<file path="src/rtl/writeback_stage.sv">
`default_nettype none
// ============================================================================
// Module      : writeback_stage
// Description : MEM/WB pipeline register, result select, register file with
//               same-cycle write bypass, and a retired-write debug counter.
// Revision    : 1.0
// ============================================================================
module writeback_stage #(
  parameter int DATA_W = 16,
  parameter int ADDR_W = 4
) (
  input  logic              clk,
  input  logic              reset,
  input  logic              stallW,
  input  logic              flushW,
  input  logic              RegWriteM,
  input  logic              MemToRegM,
  input  logic [ADDR_W-1:0] destAddM,
  input  logic [DATA_W-1:0] MemReadDataM,
  input  logic [DATA_W-1:0] alu_resultM,
  input  logic [ADDR_W-1:0] rs_addrD,
  input  logic [ADDR_W-1:0] rt_addrD,
  output logic [DATA_W-1:0] rs_dataD,
  output logic [DATA_W-1:0] rt_dataD,
  output logic              RegWriteW,
  output logic [ADDR_W-1:0] destAddW,
  output logic [DATA_W-1:0] resultW,
  output logic [15:0]       retired_cnt
);

  localparam int NREGS = 2 ** ADDR_W;

  logic              regwrite_q, regwrite_d;
  logic              memtoreg_q, memtoreg_d;
  logic [ADDR_W-1:0] dest_q,     dest_d;
  logic [DATA_W-1:0] memdata_q,  memdata_d;
  logic [DATA_W-1:0] alu_q,      alu_d;
  logic [15:0]       cnt_q,      cnt_d;
  logic [DATA_W-1:0] regs_q [NREGS];

  logic              w_wr_en;

  // Flush beats stall; a stall holds every field of the MEM/WB register.
  always_comb begin
    regwrite_d = regwrite_q;
    memtoreg_d = memtoreg_q;
    dest_d     = dest_q;
    memdata_d  = memdata_q;
    alu_d      = alu_q;
    if (flushW) begin
      regwrite_d = 1'b0;
      memtoreg_d = 1'b0;
      dest_d     = '0;
      memdata_d  = '0;
      alu_d      = '0;
    end else if (!stallW) begin
      regwrite_d = RegWriteM;
      memtoreg_d = MemToRegM;
      dest_d     = destAddM;
      memdata_d  = MemReadDataM;
      alu_d      = alu_resultM;
    end
  end

  always_ff @(posedge clk or negedge reset) begin
    if (!reset) begin
      regwrite_q <= 1'b0;
      memtoreg_q <= 1'b0;
      dest_q     <= '0;
      memdata_q  <= '0;
      alu_q      <= '0;
    end else begin
      regwrite_q <= regwrite_d;
      memtoreg_q <= memtoreg_d;
      dest_q     <= dest_d;
      memdata_q  <= memdata_d;
      alu_q      <= alu_d;
    end
  end

  assign RegWriteW = regwrite_q;
  assign destAddW  = dest_q;
  assign resultW   = memtoreg_q ? memdata_q : alu_q;

  assign w_wr_en = regwrite_q && (dest_q != '0);

  // A stalled write repeats with identical data, so it is counted only when it leaves.
  always_comb begin
    cnt_d = cnt_q;
    if (w_wr_en && !stallW) begin
      cnt_d = cnt_q + 16'd1;
    end
  end

  always_ff @(posedge clk or negedge reset) begin
    if (!reset) begin
      cnt_q <= '0;
      for (int i = 0; i < NREGS; i++) begin
        regs_q[i] <= '0;
      end
    end else begin
      cnt_q <= cnt_d;
      if (w_wr_en) begin
        regs_q[dest_q] <= resultW;
      end
    end
  end

  assign retired_cnt = cnt_q;

  assign rs_dataD = (rs_addrD == '0) ? '0 :
                    (RegWriteW && (destAddW == rs_addrD)) ? resultW : regs_q[rs_addrD];
  assign rt_dataD = (rt_addrD == '0) ? '0 :
                    (RegWriteW && (destAddW == rt_addrD)) ? resultW : regs_q[rt_addrD];

endmodule
`default_nettype wire

</file>
<file path="config.mk">
export PLATFORM = sky130hd
export DESIGN_NAME = writeback_stage
export DESIGN_NICKNAME = d
export VERILOG_FILES = /design/src/rtl/writeback_stage.sv
export SDC_FILE = /design/constraint.sdc
export NUM_CORES = 1
export LEC_CHECK = 0
export ABC_AREA = 1
export CAP_MARGIN = 25
export CELL_PAD_IN_SITES_DETAIL_PLACEMENT = 1
export CELL_PAD_IN_SITES_GLOBAL_PLACEMENT = 1
export CORE_UTILIZATION = 43
export DETAILED_ROUTE_END_ITERATION = 8
export PLACE_DENSITY_LB_ADDON = 0.1
export SKIP_CTS_REPAIR_TIMING = 1
export SYNTH_ARGS = -nofsm -noshare
export SYNTH_HDL_FRONTEND = slang
export SYNTH_SLANG_ARGS = --single-unit
</file>
<file path="constraint.sdc">
create_clock -name clk -period 2.5 [get_ports clk]
set_input_delay 0.75 -clock clk [delete_from_list [all_inputs] [get_ports clk]]
set_output_delay 0.75 -clock clk [all_outputs]
set_load 0.005 [all_outputs]
</file>
Word level (Yosys, flattened, before mapping)

Index checks and enable logic that the tools add are counted.

ROM bits: 0
Output and inout port bits: 69
Latch bits: 0
Input port bits: 50
Logic and storage cells: 66
Memories: 0
Bits in writable memories: 0
Flip-flop bits (word level): 310

Equal/unequal tests: 3
Shifts and indexed selects: 0
Muxes and demuxes: 24
Reduce and logical (&&, ||, !) cells: 9
Bitwise operators: 3
Add/sub/neg operators: 1
Multipliers: 0
Divide/modulo/power cells: 0
$lt $le $gt $ge: 4

Operator list:

| cell                                                                         | count |
|---|---|
| 256-bit bitwise mux                                                          | 1 |
| 16-bit two-way mux                                                           | 14 |
| 16-bit binary-select mux with 4-bit select                                   | 2 |
| 16-bit demux with 4-bit select                                               | 1 |
| 16-bit by 1-bit adder with 16-bit output, second input constant              | 1 |
| 5-bit >= comparator, second input constant                                   | 3 |
| 4-bit NOT with 5-bit output                                                  | 3 |
| 4-bit == test                                                                | 2 |
| 4-bit zero test                                                              | 2 |
| 4-bit two-way mux                                                            | 2 |
| 1-bit logical AND                                                            | 5 |
| 5-bit by 1-bit less-than comparator with 1-bit output, second input constant | 1 |
| 1-bit two-way mux                                                            | 4 |
| 4-bit nonzero test                                                           | 1 |
| 2-bit by 1-bit != test with 1-bit output, second input constant              | 1 |
| 1-bit zero test                                                              | 1 |

Logic depth before layout (Yosys ltp)

Word-level depth: 6
Gate-level depth with buffers: 10
Depth with buffers taken out: 9

Worst setup path before layout

OpenSTA, ideal clock, no wires.

Kind: input port to output port
From: input port rt_addrD[2]
To: output port rt_dataD[10]
Setup slack: 0.011 ns
Data required time: 1.750 ns
Arrival: 1.739 ns
Path buffers: 2
Cell stages on the path: 8
Cells stage by stage: buf_2 inv_1 nor2_1 buf_2 nand3_1 nand3_1 nor2_1 nor2_1

Longest elaborated chain between the ends: 6
Elaborated cells on any way between the ends: 9
Those cells by class: eq/ne: 1; mux: 5; bitwise: 1; reduce/logical: 2

Ends and longest elaborated chain:

| element                                                | RTL line | source |
|---|---|---|
| start, declared                                        | 22       | `input logic [ADDR_W-1:0] rt_addrD,` |
| 4-bit NOT with 5-bit output (not written as such)      | 114      | `(RegWriteW && (destAddW == rt_addrD)) ? resultW : regs_q[rt_addrD];` |
| 16-bit binary-select mux with 4-bit select             | 114      |  |
| 16-bit two-way mux (not written as such) (2 in series) | 114      |  |
| 16-bit two-way mux                                     | 114      |  |
| 16-bit two-way mux (*)                                 | 113      | `assign rt_dataD = (rt_addrD == '0) ? '0 :` |
| end, declared                                          | 24       | `output logic [DATA_W-1:0] rt_dataD,` |

Mark *: on every way between the ends. The rest lies on a longest branch, timed or not. The select of a mux whose other input is x is not followed.

Worst setup path in the final report

From: register dest_q[1], in the netlist destAddW[1]
To: output port rs_dataD[14]

Longest elaborated chain between the ends: 4

Ends and longest elaborated chain:

| element                | RTL line | source |
|---|---|---|
| start, declared        | 35       | `logic [ADDR_W-1:0] dest_q, dest_d;` |
| start signal, assigned | 75       | `dest_q <= dest_d;` |
| 4-bit == test          | 112      | `(RegWriteW && (destAddW == rs_addrD)) ? resultW : regs_q[rs_addrD];` |
| 1-bit logical AND      | 112      |  |
| 16-bit two-way mux     | 112      |  |
| 16-bit two-way mux     | 111      | `assign rs_dataD = (rs_addrD == '0) ? '0 :` |
| end, declared          | 23       | `output logic [DATA_W-1:0] rs_dataD,` |

Every way passes these cells.

==> summary.md <==
| Metric | Value |
|---|---|
| Status | complete, but fails checks |
| Failing checks | negative setup slack |
| Via Count | between 20000 and 25000 |
| Clock transition at the registers of the reported paths | around 0.06 ns |
| YS warnings | 0 |
| Final WS setup | -0.6689 ns |
| Post-Syn Area per Cell | between 6 and 7 um^2 |
| Clk_lat worst skew | around 0.57 ns |
| Share of cells above drive strength 1 | 0.1906 |
| TritonCTS clock tree | yes |
| First-pass GRT wire length | ~110000 um |
| Crit. End Element | output pin |
| Vias/cell | 5.869 |
| Worst Max-Slew Pin Slew | about 0.56 ns |
| Die X | between 200 and 250 um |
| Routed Antenna Nets | 0 |
| Root Buffer | clkbuf_16 |
| DRC viols | 0 |
| Die area | around 0.042 mm^2 |
| Initial Utilization | 0.4366 |
| Max-cap violations | 0 |
| Layout Skew | about 0.019 ns |
| Sequential area share after synthesis | 0.4342 |
| PortBufs | approximately 120 |
| Finished Core Util | 0.5888 |
| Routability congestion estimate | slightly above 0.9 |
| Wire per inst | approximately 24 um |
| Layout area overhead | 34.87% |
| CTS Buf Count | 38 |
| Initial antenna violation count | 0 |
| Final Total Pwr | about 15 mW |
| Max clock buf depth | 3 |
| Finished Cell Area | between 0.02 and 0.025 mm^2 |
| Final HPWL DP | roughly 51000 um |
| Largest net degree at the start of global routing | 60 |
| Most frequent cells in the layout | nand2_1 (962), nand3_1 (385), dfrtp_1 (306) |
| Hold Slack | between 0.1 and 0.15 ns |
| H-tree depth | 2 |
| #FFs+latches synth | 310 |
| Antenna Cells | 0 |
| Core Area | just over 0.04 mm^2 |
| Mapped Nets | 2727 |
| Final Cycle Share | 1.268 |
| CP Data Arrival Time | about 2.4 ns |
| Nets | approximately 3000 |
| Num rows | 74 |
| Final Hold Vio Count | 0 |
| Yosys cell types | 25 |
| Highest clock rate | between 300 and 400 MHz |
| Worst relative slew slack | 0.6226 |
| PD cells | 620.2 mW/mm^2 |
| Lkg Pwr | 12.10 nW |
| Die Y | 205.8 um |
| Overall Global Routing Usage | 0.3509 |
| Vias in the first global route | between 15000 and 20000 |
| Final setup viols | 46 |
| Cell Area, Synth | roughly 0.018 mm^2 |
| Clk sinks | just over 300 |
| Total grt overflow | 0 |
| Cell count after synthesis | between 2000 and 3000 |
| Final min period | ~3.2 ns |
| Placed Area | 0.02103 mm^2 |
| Commonest non-fill, non-tap cell in the layout | nand2_1 |
| Max FO, Critical Path | 7 |
| Slew Limit Fails | 0 |
| DRT Pass-1 Iters | 8 |
| VDD IR max | roughly 0.61 mV |
| # IOs | 119 |
| Hold Path Class | input pin to async pin |
| Crit Path Class | flop to output pin |
| CP Data Required Time | about 1.8 ns |
| Iteration-0 DRC Markers | between 1500 and 2000 |
| WL final | roughly 84000 um |
| Critical Path Start Type | flop |
| RSZ-0062 raised after global routing | yes |
-- cell families after synthesis --
| family | count (synthesis) | synth area share |
|---|---|---|
| AO/OA/AOI/OAI | 319 | 0.09209 |
| XOR/XNOR | 10 | 0.004903 |
| adder cells (fa/ha/maj) | 1 | 0.0007002 |
| buffers and inverters | 460 | 0.1056 |
| flip-flops | 310 | 0.4342 |
| AND/OR/NAND/NOR | 1576 | 0.3625 |
-- flip-flops by register name, indices dropped and copies added (netlist names) --
register / flops
RegWriteW: 1
alu_q: 16
destAddW: 4
memdata_q: 16
memtoreg_q: 1
regs_q: 256
retired_cnt: 16
-- critical path: stages, from the launching register on --
cell and delay, ns:
dfrtp_2 0.42, inv_2 0.07, nand2_1 0.09, nand2_2 0.05, nor2_2 0.16, nand3_4 0.17
buf_6 0.17, buf_12 0.14, nand3_1 0.07, nor2_1 0.06, nor2_1 0.15, buf_4 0.18
buf_6 0.10
-- layer usage --
layer	vias to the layer above	global-route usage	routed length, um
met5	-	0	39
met4	2	0.1373	4403
met3	306	0.05369	6371
met2	960	0.5824	39890
met1	10220	0.4581	33130
li1	8873	-	-
-- synthesized netlist by cell type --
cell      number  area (um^2)
buf_2        110        550.5
nor2_1       162        608.1
a21oi_1        2        10.01
nand3_2        1        10.01
clkbuf_1      66        247.7
nand2_1      984         3694
xor2_1         7        61.31
xnor2_1        3        26.28
o21ai_1        3        15.01
buf_6          2        22.52
o21ai_0      301         1506
dfrtp_1      310         7757
nand3_1      415         2077
ha_1           1        12.51
nor3_2         1        10.01
o21ai_2       13        113.9
nor3_1         4        20.02
nand3b_1       1        7.510
nand4_1        5        31.28
buf_4          2        15.01
nor2_2         3        18.77
clkinv_1       1        3.750
inv_1        253        949.7
inv_2          2        7.510
buf_1         24        90.09
-- report_power, final --
| group | total (mW) | internal (mW) | switching [mW] |
|---|---|---|---|
| sequential | 5.71 | 5.41 | 0.297 |
| clock | 5.75 | 3.41 | 2.34 |
| combinational | 3.49 | 1.39 | 2.10 |
| total | 14.9 | 10.2 | 4.73 |
-- layout make-up --
cell class,count,area [um^2]
flip-flops and latches,310,7762
clock buffers,61,1167
clock inverters,8,112.6
repair buffers,397,4362
well taps,532,665.6
inverters,256,1030
multi-input cells,1906,8996
fillers,5145,16830
-- worst paths after layout --
check                                  from            to  slack (ns)  cells past startpoint
worst min register to register  regs_q[245]   regs_q[245]        0.38                      0
max in group asynchronous             reset    memtoreg_q        1.68                      2
min in group clk                regs_q[245]   regs_q[245]        0.38                      0
worst min-delay path                  reset   regs_q[116]        0.12                      1
worst max-delay path            destAddW[1]  rs_dataD[14]       -0.67                     12
worst max register to register  destAddW[1]    regs_q[83]        0.34                     10
-- per-stage QoR --
| step | worst slack [ns] | instances | TNS (ns) |
|---|---|---|---|
| floorplan | 0.01141 | 2676 | 0 |
| global placement | -1.168 | 3339 | -34.68 |
| detailed placement | -1.206 | 3339 | -35.89 |
| CTS | -1.251 | 3408 | -46.42 |
| global route | -0.7131 | 3470 | -22.99 |
| finish | -0.6689 | 3470 | -20.96 |
(Power assumes the default switching activity.)
